--- src/rtl/tx_gearbox_12to8.sv ---
`timescale 1ns/1ps
// tx_gearbox_12to8
//
// Pops IN_WIDTH-bit words from the TX clock-crossing FIFO read port and repacks
// them LSB-first into a continuous OUT_WIDTH-bit stream for the SerDes. Streaming
// only starts (or restarts after an underrun) once PREFILL bits are buffered, so
// the line never carries a partial word.
//
// Ports:
//   clk          FIFO read clock (the only clock)
//   reset        asynchronous reset, active-high
//   in_enable    global enable; low freezes every register
//   idle_rd      to FIFO: one word can be accepted this cycle (registers only)
//   en_rd        FIFO pop strobe, data_rd valid in the same cycle
//   data_rd      popped word
//   tx_data      registered SerDes word
//   tx_valid     registered; tx_data carries stream bits
//   underrun_cnt saturating count of underrun events
//   ovf_err      sticky: en_rd seen while idle_rd was low
module tx_gearbox_12to8 #(
    parameter int unsigned IN_WIDTH  = 12,
    parameter int unsigned OUT_WIDTH = 8,
    parameter int unsigned PREFILL   = 16,
    parameter int unsigned CNT_WIDTH = 8
) (
    input  logic                 clk,
    input  logic                 reset,
    input  logic                 in_enable,
    output logic                 idle_rd,
    input  logic                 en_rd,
    input  logic [IN_WIDTH-1:0]  data_rd,
    output logic [OUT_WIDTH-1:0] tx_data,
    output logic                 tx_valid,
    output logic [CNT_WIDTH-1:0] underrun_cnt,
    output logic                 ovf_err
);

    localparam int unsigned BufWidth  = 2 * IN_WIDTH;
    localparam int unsigned FillWidth = $clog2(BufWidth + 1);

    localparam logic [FillWidth-1:0] InW  = FillWidth'(IN_WIDTH);
    localparam logic [FillWidth-1:0] OutW = FillWidth'(OUT_WIDTH);
    localparam logic [FillWidth-1:0] PreW = FillWidth'(PREFILL);

    typedef enum logic {
        StPrefill = 1'b0,
        StRun     = 1'b1
    } state_e;

    state_e                 state_q, state_d;
    logic [BufWidth-1:0]    buf_q, buf_d;
    logic [FillWidth-1:0]   fill_q, fill_d;
    logic [OUT_WIDTH-1:0]   tx_data_q, tx_data_d;
    logic                   tx_valid_q, tx_valid_d;
    logic [CNT_WIDTH-1:0]   cnt_q, cnt_d;
    logic                   ovf_q, ovf_d;

    logic                   acc;
    logic                   emit;
    logic [BufWidth-1:0]    base_buf;
    logic [FillWidth-1:0]   base_fill;

    // Buffer datapath: shift out on emit first, then append the accepted word at
    // the (possibly reduced) fill position. Bits above fill are always zero, so a
    // plain OR is enough to append.
    always_comb begin
        idle_rd   = in_enable & (fill_q <= InW);
        acc       = en_rd & idle_rd;
        emit      = in_enable & (state_q == StRun) & (fill_q >= OutW);
        base_buf  = emit ? (buf_q >> OUT_WIDTH) : buf_q;
        base_fill = emit ? (fill_q - OutW) : fill_q;
        buf_d     = base_buf;
        fill_d    = base_fill;
        if (acc) begin
            buf_d  = base_buf | (BufWidth'(data_rd) << base_fill);
            fill_d = base_fill + InW;
        end
    end

    // Stream FSM and output registers, decided on current-cycle register values.
    always_comb begin
        state_d    = state_q;
        tx_data_d  = tx_data_q;
        tx_valid_d = tx_valid_q;
        cnt_d      = cnt_q;
        // A pop against a full buffer is dropped and flagged.
        ovf_d      = ovf_q | (in_enable & en_rd & ~idle_rd);
        if (in_enable) begin
            unique case (state_q)
                StPrefill: begin
                    tx_valid_d = 1'b0;
                    tx_data_d  = '0;
                    if (fill_q >= PreW) begin
                        state_d = StRun;
                    end
                end
                StRun: begin
                    if (emit) begin
                        tx_data_d  = buf_q[OUT_WIDTH-1:0];
                        tx_valid_d = 1'b1;
                    end else begin
                        // Underrun: residual bits stay buffered for the restart.
                        tx_data_d  = '0;
                        tx_valid_d = 1'b0;
                        state_d    = StPrefill;
                        if (cnt_q != '1) begin
                            cnt_d = cnt_q + CNT_WIDTH'(1);
                        end
                    end
                end
            endcase
        end
    end

    always_ff @(posedge clk or posedge reset) begin
        if (reset) begin
            state_q    <= StPrefill;
            buf_q      <= '0;
            fill_q     <= '0;
            tx_data_q  <= '0;
            tx_valid_q <= 1'b0;
            cnt_q      <= '0;
            ovf_q      <= 1'b0;
        end else begin
            state_q    <= state_d;
            buf_q      <= buf_d;
            fill_q     <= fill_d;
            tx_data_q  <= tx_data_d;
            tx_valid_q <= tx_valid_d;
            cnt_q      <= cnt_d;
            ovf_q      <= ovf_d;
        end
    end

    assign tx_data      = tx_data_q;
    assign tx_valid     = tx_valid_q;
    assign underrun_cnt = cnt_q;
    assign ovf_err      = ovf_q;

endmodule

--- config.mk ---
export PLATFORM = sky130hd
export DESIGN_NAME = tx_gearbox_12to8
export DESIGN_NICKNAME = d
export VERILOG_FILES = /design/src/rtl/tx_gearbox_12to8.sv
export SDC_FILE = /design/constraint.sdc
export NUM_CORES = 1
export LEC_CHECK = 0
export CAP_MARGIN = 30
export CORE_ASPECT_RATIO = 0.8
export CORE_MARGIN = 5
export CORE_UTILIZATION = 56
export CTS_BUF_LIST = sky130_fd_sc_hd__clkbuf_8
export DETAILED_ROUTE_END_ITERATION = 8
export PLACE_DENSITY = 0.9
export SYNTH_ARGS = -nofsm -noshare
export SYNTH_HDL_FRONTEND = slang
export SYNTH_SLANG_ARGS = --single-unit
--- constraint.sdc ---
create_clock -name clk -period 2.6 [get_ports clk]
set_clock_uncertainty 0.15 [all_clocks]
set_input_delay 0.26 -clock clk [delete_from_list [all_inputs] [get_ports clk]]
set_output_delay 0.26 -clock clk [all_outputs]
set_load 0.03 [all_outputs]
Word-level counts from Yosys, hierarchy flattened
Cells that the tools add are included.

cells by class
  $add $sub $neg = 3
  muxes and demuxes = 10
  bitwise operators = 11
  equality and inequality tests = 1
  magnitude comparators = 3
  shift operators = 1
  reductions and logical operators = 1

operators with widths
  cell                                                 count
  2-to-1 mux 24 bit                                    2
  bitwise OR 24 bit                                    1
  left shift 12 x 5 -> 24 bit                          1
  one-hot mux 8 bit (2 select lines)                   1
  2-to-1 mux 5 bit                                     2
  adder 8 x 1 -> 8 bit, second input constant          1
  2-to-1 mux 8 bit                                     1
  != test 8 bit, second input constant                 1
  AND 1 bit                                            6
  adder 5 x 4 -> 5 bit, second input constant          1
  >= comparator 5 x 4 -> 1 bit, second input constant  1
  >= comparator 5 bit, second input constant           1
  <= comparator 5 x 4 -> 1 bit, second input constant  1
  subtractor 5 x 4 -> 5 bit, second input constant     1
  one-hot mux 1 bit (2 select lines)                   2
  AND reduction 4 bit                                  1
  NOT 1 bit                                            3
  2-to-1 mux 1 bit                                     2
  bitwise OR 1 bit                                     1

word-level totals
  bits in registers = 48
  output and inout bits = 19
  word-level logic and storage cells = 37
  bits of input ports = 16

Logic depth before layout (Yosys ltp)
Gate-level depths: netlist of run 1.

  depth after elaboration = 6
  mapped depth = 8

Least setup slack after synthesis of run 1
OpenSTA, ideal clock, no wires.

  path type = flip-flop to flip-flop
  from = register fill_q[4]
  to = register buf_q[20]
  data required time = 2.363 ns
  arrival = 1.816 ns
  setup time = 0.087 ns
  cell stages (with the launch flop) = 9
  path slack = 0.547 ns
  path buffers = 1
  cell sequence = dfrtp_1 -> inv_1 -> ha_1 -> nand2b_1 -> a21oi_4 -> buf_4 -> mux2i_1 -> nand2_2 -> o211ai_1

between the ends
  cells in the longest elaborated chain, start to end = 6

ends and longest elaborated chain
  element                       RTL line  RTL
  from (decl)                   52        logic [FillWidth-1:0] fill_q, fill_d;
  from (signal assigned)        127       fill_q <= fill_d;
  >= comparator 5 x 4 -> 1 bit  69        emit = in_enable & (state_q == StRun) & (fill_q >= OutW);
  AND 1 bit                     69
  2-to-1 mux 5 bit              71        base_fill = emit ? (fill_q - OutW) : fill_q;
  left shift 12 x 5 -> 24 bit   75        buf_d = base_buf | (BufWidth'(data_rd) << base_fill);
  bitwise OR 24 bit             75
  2-to-1 mux 24 bit (*)         74        if (acc) begin
  net buf_d[20]                 51        logic [BufWidth-1:0] buf_q, buf_d;
  to (signal assigned)          126       buf_q <= buf_d;
  to (decl)                     51

Mark *: on every way through the listed nets, which the timed path passes. The rest lies on a longest branch.
A chain may end at the register's enable or synchronous reset.

Worst setup path after layout of run 1
  from = register fill_q[4]
  to = register buf_q[14]

Same word-level chain as after synthesis.

==> metrics.yaml, run 1 <==
detailed_routing:
  viasPerCell: 5.74
  post_drt_wl_per_cell_um: 15.4
  drt-total-wl_mm: 5.13
  drcViolationCount: 0
  drtIter0Drc: 167
  via_count: 1911
  first_pass_iters: 4
  ant_nets: 0
timing:
  setup_viol_count_final: 0
  tightest_slew_ns: 0.583
  slew_violations: 0
  hold_viol: 0
  finalWorstSetupSlack_ns: 0.255
  fmax_mhz: 427
  fin_tns_setup_ns: 0
  period_share: 0.902
  rsz0062_at_grt: "no"
  fin_crit_ns: 2.34
  slew-limit-headroom: 0.609
global_routing:
  grt_max_degree: 47
  grt_pass1_vias: 1816
  antenna_found_initial: 0
  grt_overflow_total: 0
  grt_use_total: 0.214
  grt_pass1_wl_mm: 8.86
floorplan:
  core_area_um2: 3880
  row_count: 20
  dieWidth_um: 81.7
  die_y_um: 67.4
  die_area_um2: 5510
  initial_core_util: 0.595
  io_pins: 35
yosys:
  ys_top_cells_by_area: "dfrtp_1, nor2_1, mux2i_1"
  synth_cells: 236
  ys.flop_type: "dfrtp_1"
  avgSynthCellArea_um2: 9.77
  yosysSeqAreaShare: 0.499
  synthDominantCellAreaShare: 0.499
  synth_edf_count: 0
  yosysWarningCount: 0
  synth_most_common_cell: "dfrtp_1"
  syn-num-nets: 256
  synth_cell_type_count: 35
  async_reset_ff_frac: 1.00
  synth_top_area_cell: "dfrtp_1"
  synth-seq-cells: 46
  synth_common_cells: "dfrtp_1, nor2_1, nand2_1"
  syn-cell-area_um2: 2310
placement:
  dp_slack_ns: 0.307
  gp_congestion: 0.823
  io_buffers: 34
  post-dp-hpwl_mm: 3.76
  post_dp_cell_area_um2: 2750
  dpl.cell_count: 325
clock_tree:
  cts.sinks: 46
  clk_path_buf_depth: 2
  clock_latency_ns: 0.30
  ctsHoldBuffers: 0
  cts-htree-levels: 2
  clkTransAtPathRegs_ns: 0.09
  cts_made_buffers: 5
  clockRootBuffer: "clkbuf_8"
  tritoncts: "yes"
critical_path:
  r2r_slack_ns: 0.26
  r2r_cells: 7
  required_ns: 2.68
  critical-path-top-delay-family: "XOR/XNOR gates"
  startpoint: "fill_q[4]"
  crit_path_max_fanout: 10
  cp.buffers_inverters: 1
  slowest_delay_ns: 0.48
  crit-reg2reg-launch: "fill_q[4]"
  slowest_stage: "xnor2_2"
  cp.depth: 7
  crit_type: "reg2reg"
  cp_cell_sequence: "inv_1, ha_1, nand2b_1, a21oi_4, xnor2_2, mux2_2, o22ai_1"
  worstSetupEndpointType: "flop"
  worstSetupStartpointType: "flop"
  reg2reg_to: "buf_q[14]"
  arrival_ns: 2.42
power_and_ir_drop:
  power_density_nw_per_um2: 1150
  irDropWorstVdd_uv: 781
  fin_total_pwr_mw: 3.27
  p_leak_nw: 1.23
run:
  cap_violations: 0
final_layout:
  drive_gt1_frac: 0.122
  stdcell_count: 333
  antennaDiodeCount: 0
  syn_to_final_growth_pct: 23.2
  fin_nets: 297
  design_area_um2: 2840
  fillers: 281
min_path:
  hp-class: "in2async"
run_status:
  status: "completed"
-- final cells by class --
class	instances	area, µm²	share of cell area
Clock inverter	3	21.3	0.00749
Timing Repair Buffer	42	412	0.145
Sequential cell	46	1150	0.405
Tap cell	55	68.8	0.0242
Inverter	13	48.8	0.0172
Clock buffer	5	68.8	0.0242
Multi-Input combinational cell	169	1070	0.377
-- metal layers --
layer | vias to the layer above | global-route usage | share of wire
met5 | - | 0 | 0
met4 | 0 | 0.0830 | 0.015
met3 | 12 | 0.0387 | 0.080
met2 | 68 | 0.316 | 0.46
met1 | 923 | 0.312 | 0.45
li1 | 908 | - | -
-- worst max path at each step --
stage	endpoint
4_1_cts	buf_q[16]
3_5_place_dp	buf_q[14]
6_report	buf_q[14]
3_3_place_gp	buf_q[15]
2_1_floorplan	buf_q[20]
5_1_grt	buf_q[17]
-- kinds of logic (layout without fill, tap and decap cells) --
family	count (synthesis)	after routing	synth area share
compound gates	45	45	0.137
xor+xnor	9	9	0.0374
fa+ha+maj	4	4	0.0217
buf+inv	21	63	0.0364
flops	46	46	0.499
mux	20	20	0.0917
simple gates	91	91	0.176
-- repair_timing --
| action | CTS | global route |
|---|---|---|
| setup endpoints to repair | 1 | 0 |
| hold endpoints to repair | 0 | 0 |
| buffers inserted | 0 | 0 |
| gates resized for setup | 1 | 0 |
-- stage by stage --
step | hold WS [ns] | util
after global routing | 0.176 | 0.733
final | 0.142 | 0.733
after CTS | 0.157 | 0.733
after detailed placement | 0.308 | 0.710
after floorplan | 0.234 | -
after global placement | 0.308 | 0.710
-- cell usage in the layout (no fill, tap or decap), types with 2 or more instances in the layout --
cell type         n
dfrtp_1          46
nor2_1           37
clkdlybuf4s50_1  33
nand2_1          29
o21ai_0          13
inv_1            12
o22ai_1          12
mux2i_1          11
mux2_2            9
buf_4             7
nand4_1           6
o211ai_1          5
xnor2_1           5
clkbuf_8          5
a32oi_1           4
and3_1            4
o2bb2ai_1         4
ha_1              4
nand2b_1          3
nand3_1           3
xor2_1            3
nand2_2           2
o21ai_2           2
nor3_1            2
-- sequential cells by signal, summed over array words and instances, names as in the netlist --
signal	count
buf_q	24
tx_data	8
underrun_cnt	8
fill_q	3
ovf_err	1
state_q	1
tx_valid	1
-- power breakdown --
part           leakage, nW  switching, mW  internal [mW]
sequential           0.565          0.207           1.01
combinational        0.624          0.927          0.694
clock               0.0441          0.246          0.189
-- tightest hold or removal path: stages --
cell and delay, ns:
clkdlybuf4s50_1 0.40, clkinv_1 0.07, buf_12 0.23
No activity file was read; power rests on OpenSTA's default activity.
==> inputs of run 2 (changes only) <==
--- a/config.mk
+++ b/config.mk
@@ -6,9 +6,11 @@
 export NUM_CORES = 1
 export LEC_CHECK = 0
 export CAP_MARGIN = 30
+export CELL_PAD_IN_SITES_DETAIL_PLACEMENT = 1
+export CELL_PAD_IN_SITES_GLOBAL_PLACEMENT = 2
 export CORE_ASPECT_RATIO = 0.8
 export CORE_MARGIN = 5
-export CORE_UTILIZATION = 56
+export CORE_UTILIZATION = 35
 export CTS_BUF_LIST = sky130_fd_sc_hd__clkbuf_8
 export DETAILED_ROUTE_END_ITERATION = 8
 export PLACE_DENSITY = 0.9
==> run 2 against run 1 <==
Compared with the run above: flip-flop and latch count stayed put; wire length rose by 15%; combinational power rose by 5%; highest routed layer unchanged; sequential power is essentially flat; maximum frequency down 1.9%; global-route usage fell by 6.0 points; hold slack lost 0.0053 ns; largest power group unchanged; critical endpoint unchanged; die area grew 51%; critical path depth down 1; clock power rose by 24%; register-to-register slack worse by 0.05 ns.
==> metrics.yaml, run 2 (synthesis results as in run 1) <==
run_status:
  status: "completed"
clock_tree:
  clockRootBuffer: "clkbuf_8"
  tritoncts: "yes"
  cts_made_buffers: 5
  cts.sinks: 46
  clkTransAtPathRegs_ns: 0.09
  clk_path_buf_depth: 2
  cts_setup_buffers: 0
  cts-htree-levels: 2
  clock_latency_ns: 0.30
final_layout:
  fillers: 750
  top_register: "buf_q"
  drive_gt1_frac: 0.128
  antennaDiodeCount: 0
  syn_to_final_growth_pct: 26.8
  multi_input_area_um2: 1070
  seq_area_um2: 1150
  mostFrequentLayoutCell: "dfrtp_1"
  largest_reg_flops: 24
  fin_nets: 300
  final_cell_mix: "dfrtp_1, nor2_1, clkdlybuf4s50_1"
placement:
  io_buffers: 34
  post-dp-hpwl_mm: 4.42
  gp_congestion: 0.794
  dp_slack_ns: 0.230
critical_path:
  required_ns: 2.67
  crit-reg2reg-launch: "fill_q[3]"
  crit_path_max_fanout: 10
  startpoint: "fill_q[3]"
  crit_type: "reg2reg"
  arrival_ns: 2.46
  worstSetupStartpointType: "flop"
  worstSetupEndpointType: "flop"
timing:
  fmax_mhz: 418
  slew_violations: 0
  fin_tns_setup_ns: 0
  fin_crit_ns: 2.39
  hold_viol: 0
  tightest_slew_ns: 0.717
  slew-limit-headroom: 0.519
  setup_viol_count_final: 0
  rsz0062_at_grt: "no"
  period_share: 0.920
  finalWorstSetupSlack_ns: 0.209
detailed_routing:
  drcViolationCount: 0
  ant_nets: 0
  drtIter0Drc: 69
  via_count: 1875
  post_drt_wl_per_cell_um: 16.1
  drt-total-wl_mm: 5.89
  viasPerCell: 5.14
  first_pass_iters: 4
power_and_ir_drop:
  irDropWorstVdd_uv: 407
  p_leak_nw: 1.27
  power_density_nw_per_um2: 1180
global_routing:
  grt_overflow_total: 0
  grt_pass1_vias: 1927
  grt_pass1_wl_mm: 9.92
  antenna_found_initial: 0
  grt_use_total: 0.154
  grt_max_degree: 30
floorplan:
  initial_core_util: 0.360
  die_y_um: 82.6
  dieWidth_um: 101
  die_area_um2: 8320
  core_area_um2: 6410
  io_pins: 35
  row_count: 26
run:
  cap_violations: 0
min_path:
  hp-class: "in2async"
## run 2: worst max-delay path, cell delays in order, from the launching register on
cell and delay [ns]:
dfrtp_1 0.48, ha_1 0.27, nand2b_1 0.18, a21oi_4 0.11, xnor2_2 0.54, mux2_2 0.41
o22ai_1 0.16
## run 2: final cells by class
class                           instances  share of cell area
Sequential cell                        46               0.394
Multi-Input combinational cell        169               0.366
Timing Repair Buffer                   45               0.150
Tap cell                               84              0.0359
Clock buffer                            5              0.0235
Inverter                               13              0.0167
Clock inverter                          3              0.0141
## run 2: worst paths after layout
check | endpoint | slack (ns) | cells past startpoint
worst max-delay path | buf_q[14] | 0.21 | 6
worst min-delay path | tx_data[1] | 0.14 | 2
worst max register to register | buf_q[14] | 0.21 | 6
worst min register to register | ovf_err | 0.32 | 1
max in group asynchronous | buf_q[22] | 1.62 | 3
min in group clk | ovf_err | 0.32 | 1
## run 2: per-stage QoR
stage          hold WS (ns)  cells  power [mW]  area (µm²)   util
3_5_place_dp          0.306    357        2.92        2810  0.439
4_1_cts               0.154    365        3.46        2920  0.456
3_3_place_gp          0.302    357        2.86        2810  0.439
2_1_floorplan         0.234    236        2.33        2310      -
5_1_grt               0.173    365        3.69        2920  0.456
6_report              0.137    365        3.45        2920  0.456
## run 2: report_power, final
part	internal, mW	leakage [nW]	switching, mW
sequential	1.01	0.565	0.196
clock	0.283	0.0556	0.255
combinational	0.723	0.651	0.978
total	2.02	1.27	1.43
## run 2: timing repair
item | CTS | global route
resized for setup | 0 | 1
setup endpoints to repair | 0 | 1
hold buffers | 0 | 0
## run 2: metal layers
| metal | vias to the layer above | routed length, µm | track usage |
|---|---|---|---|
| met5 | - | 0 | 0 |
| met2 | 43 | 2700 | 0.244 |
| met4 | 0 | 89 | 0.0458 |
| met3 | 9 | 274 | 0.0319 |
| met1 | 913 | 2830 | 0.213 |
| li1 | 910 | - | - |
==> inputs of run 3 (changes only) <==
--- a/config.mk
+++ b/config.mk
@@ -13,6 +13,7 @@
 export CORE_UTILIZATION = 35
 export CTS_BUF_LIST = sky130_fd_sc_hd__clkbuf_8
 export DETAILED_ROUTE_END_ITERATION = 8
+export GPL_TIMING_DRIVEN = 0
 export PLACE_DENSITY = 0.9
 export SYNTH_ARGS = -nofsm -noshare
 export SYNTH_HDL_FRONTEND = slang
==> run 3 against run 2 <==
Compared with the run above: clock-buffer cell count stayed put; utilization is 0.53 points lower; final cell count is 0.55% lower; first-iteration DRC count is 57% higher; hold slack worse by 0.11 ns; worst setup slack worse by 0.088 ns; die area stayed put; sequential share of layout area is 0.46 points higher; critical path depth is 2 higher.
==> metrics.yaml, run 3 (synthesis results as in run 1) <==
floorplan:
  core_area_um2: 6410
  die_y_um: 82.6
  row_count: 26
  dieWidth_um: 101
  io_pins: 35
  initial_core_util: 0.360
  die_area_um2: 8320
final_layout:
  drive_gt1_frac: 0.115
  mostFrequentLayoutCell: "dfrtp_1"
  largest_reg_flops: 24
  top_register: "buf_q"
  syn_to_final_growth_pct: 25.3
  fillers: 740
  fin_nets: 298
  final_util: 0.451
  antennaDiodeCount: 0
  final_cell_mix: "dfrtp_1, nor2_1, clkdlybuf4s50_1"
detailed_routing:
  via_count: 1888
  drtIter0Drc: 108
  ant_nets: 0
  drcViolationCount: 0
  drt-total-wl_mm: 6.12
  first_pass_iters: 4
  post_drt_wl_per_cell_um: 16.9
  viasPerCell: 5.20
power_and_ir_drop:
  p_leak_nw: 1.22
  irDropWorstVdd_uv: 326
  power_density_nw_per_um2: 1180
clock_tree:
  cts_made_buffers: 5
  cts.sinks: 46
  clk_path_buf_depth: 2
  cts-htree-levels: 2
  clock_latency_ns: 0.32
  clockRootBuffer: "clkbuf_8"
  clkTransAtPathRegs_ns: 0.10
  tritoncts: "yes"
critical_path:
  crit_path_max_fanout: 10
  worstSetupStartpointType: "flop"
  arrival_ns: 2.58
  required_ns: 2.70
  crit_type: "reg2reg"
  worstSetupEndpointType: "flop"
timing:
  fin_crit_ns: 2.48
  slew_violations: 0
  fmax_mhz: 403
  hold_viol: 0
  setup_viol_count_final: 0
  slew-limit-headroom: 0.601
  finalWorstSetupSlack_ns: 0.121
  period_share: 0.953
  tightest_slew_ns: 0.598
  rsz0062_at_grt: "yes"
placement:
  gp_congestion: 0.757
  io_buffers: 34
  post-dp-hpwl_mm: 4.43
  dp_slack_ns: -0.0182
global_routing:
  antenna_found_initial: 0
  grt_max_degree: 38
  grt_overflow_total: 0
  grt_pass1_wl_mm: 10.2
  grt_pass1_vias: 2000
  grt_use_total: 0.165
min_path:
  hp-class: "in2async"
run_status:
  status: "completed"
run:
  cap_violations: 0
[run 3: cell type report]
class / instances / area (µm²) / area share
Sequential cell: 46 / 1150 / 0.398
Multi-Input combinational cell: 169 / 1100 / 0.380
Timing Repair Buffer: 35 / 359 / 0.124
Tap cell: 84 / 105 / 0.0364
Clock buffer: 5 / 68.8 / 0.0238
Inverter: 13 / 48.8 / 0.0169
Buffer: 8 / 35.0 / 0.0121
Clock inverter: 3 / 23.8 / 0.00823
[run 3: worst paths after layout]
path	slack [ns]	to	cells past startpoint	startpoint
setup / recovery	0.12	buf_q[20]	8	fill_q[4]
hold / removal	0.03	buf_q[23]	2	reset
setup reg to reg	0.12	buf_q[20]	8	fill_q[4]
hold reg to reg	0.32	ovf_err	1	ovf_err
max in group asynchronous	1.79	underrun_cnt[0]	3	reset
min in group clk	0.32	ovf_err	1	ovf_err
[run 3: layer usage]
metal | global-route usage | wire length (µm) | vias up | share of wire
met2 | 0.270 | 2870 | 42 | 0.47
met5 | 0 | 0 | - | 0
met4 | 0.0552 | 76 | 0 | 0.012
met1 | 0.212 | 2870 | 933 | 0.47
li1 | - | - | 907 | -
met3 | 0.0470 | 298 | 6 | 0.049
[run 3: worst max-delay path: stages (launching register included)]
cell,delay [ns]
dfrtp_1,0.48
inv_1,0.17
ha_1,0.20
nand2b_1,0.15
a21oi_4,0.27
buf_4,0.25
mux2i_2,0.38
nand2_2,0.15
o211ai_1,0.22
[run 3: timing repair]
action	in CTS	in global routing
hold buffers	0	0
hold endpoints to repair	0	0
resized for setup	2	4
endpoints found under the setup margin	2	16
setup buffers	0	0
[run 3: power breakdown]
| group | leakage, nW | total (mW) | switching [mW] | internal (mW) |
|---|---|---|---|---|
| Combinational | 0.610 | 1.73 | 1.02 | 0.708 |
| Sequential | 0.565 | 1.22 | 0.204 | 1.01 |
| Clock | 0.0408 | 0.470 | 0.277 | 0.193 |
| Total | 1.22 | 3.41 | 1.50 | 1.91 |
[run 3: metrics by stage]
step	cells	total power [mW]	hold slack, ns	setup TNS [ns]	instance area, µm²
after detailed placement	355	2.88	0.306	-0.0182	2770
after global routing	363	3.66	0.0414	-0.0900	2890
final	363	3.41	0.0258	0	2890
after floorplan	236	2.33	0.234	0	2310
after CTS	363	3.37	0.0285	0	2870
after global placement	354	2.82	0.304	0	2750
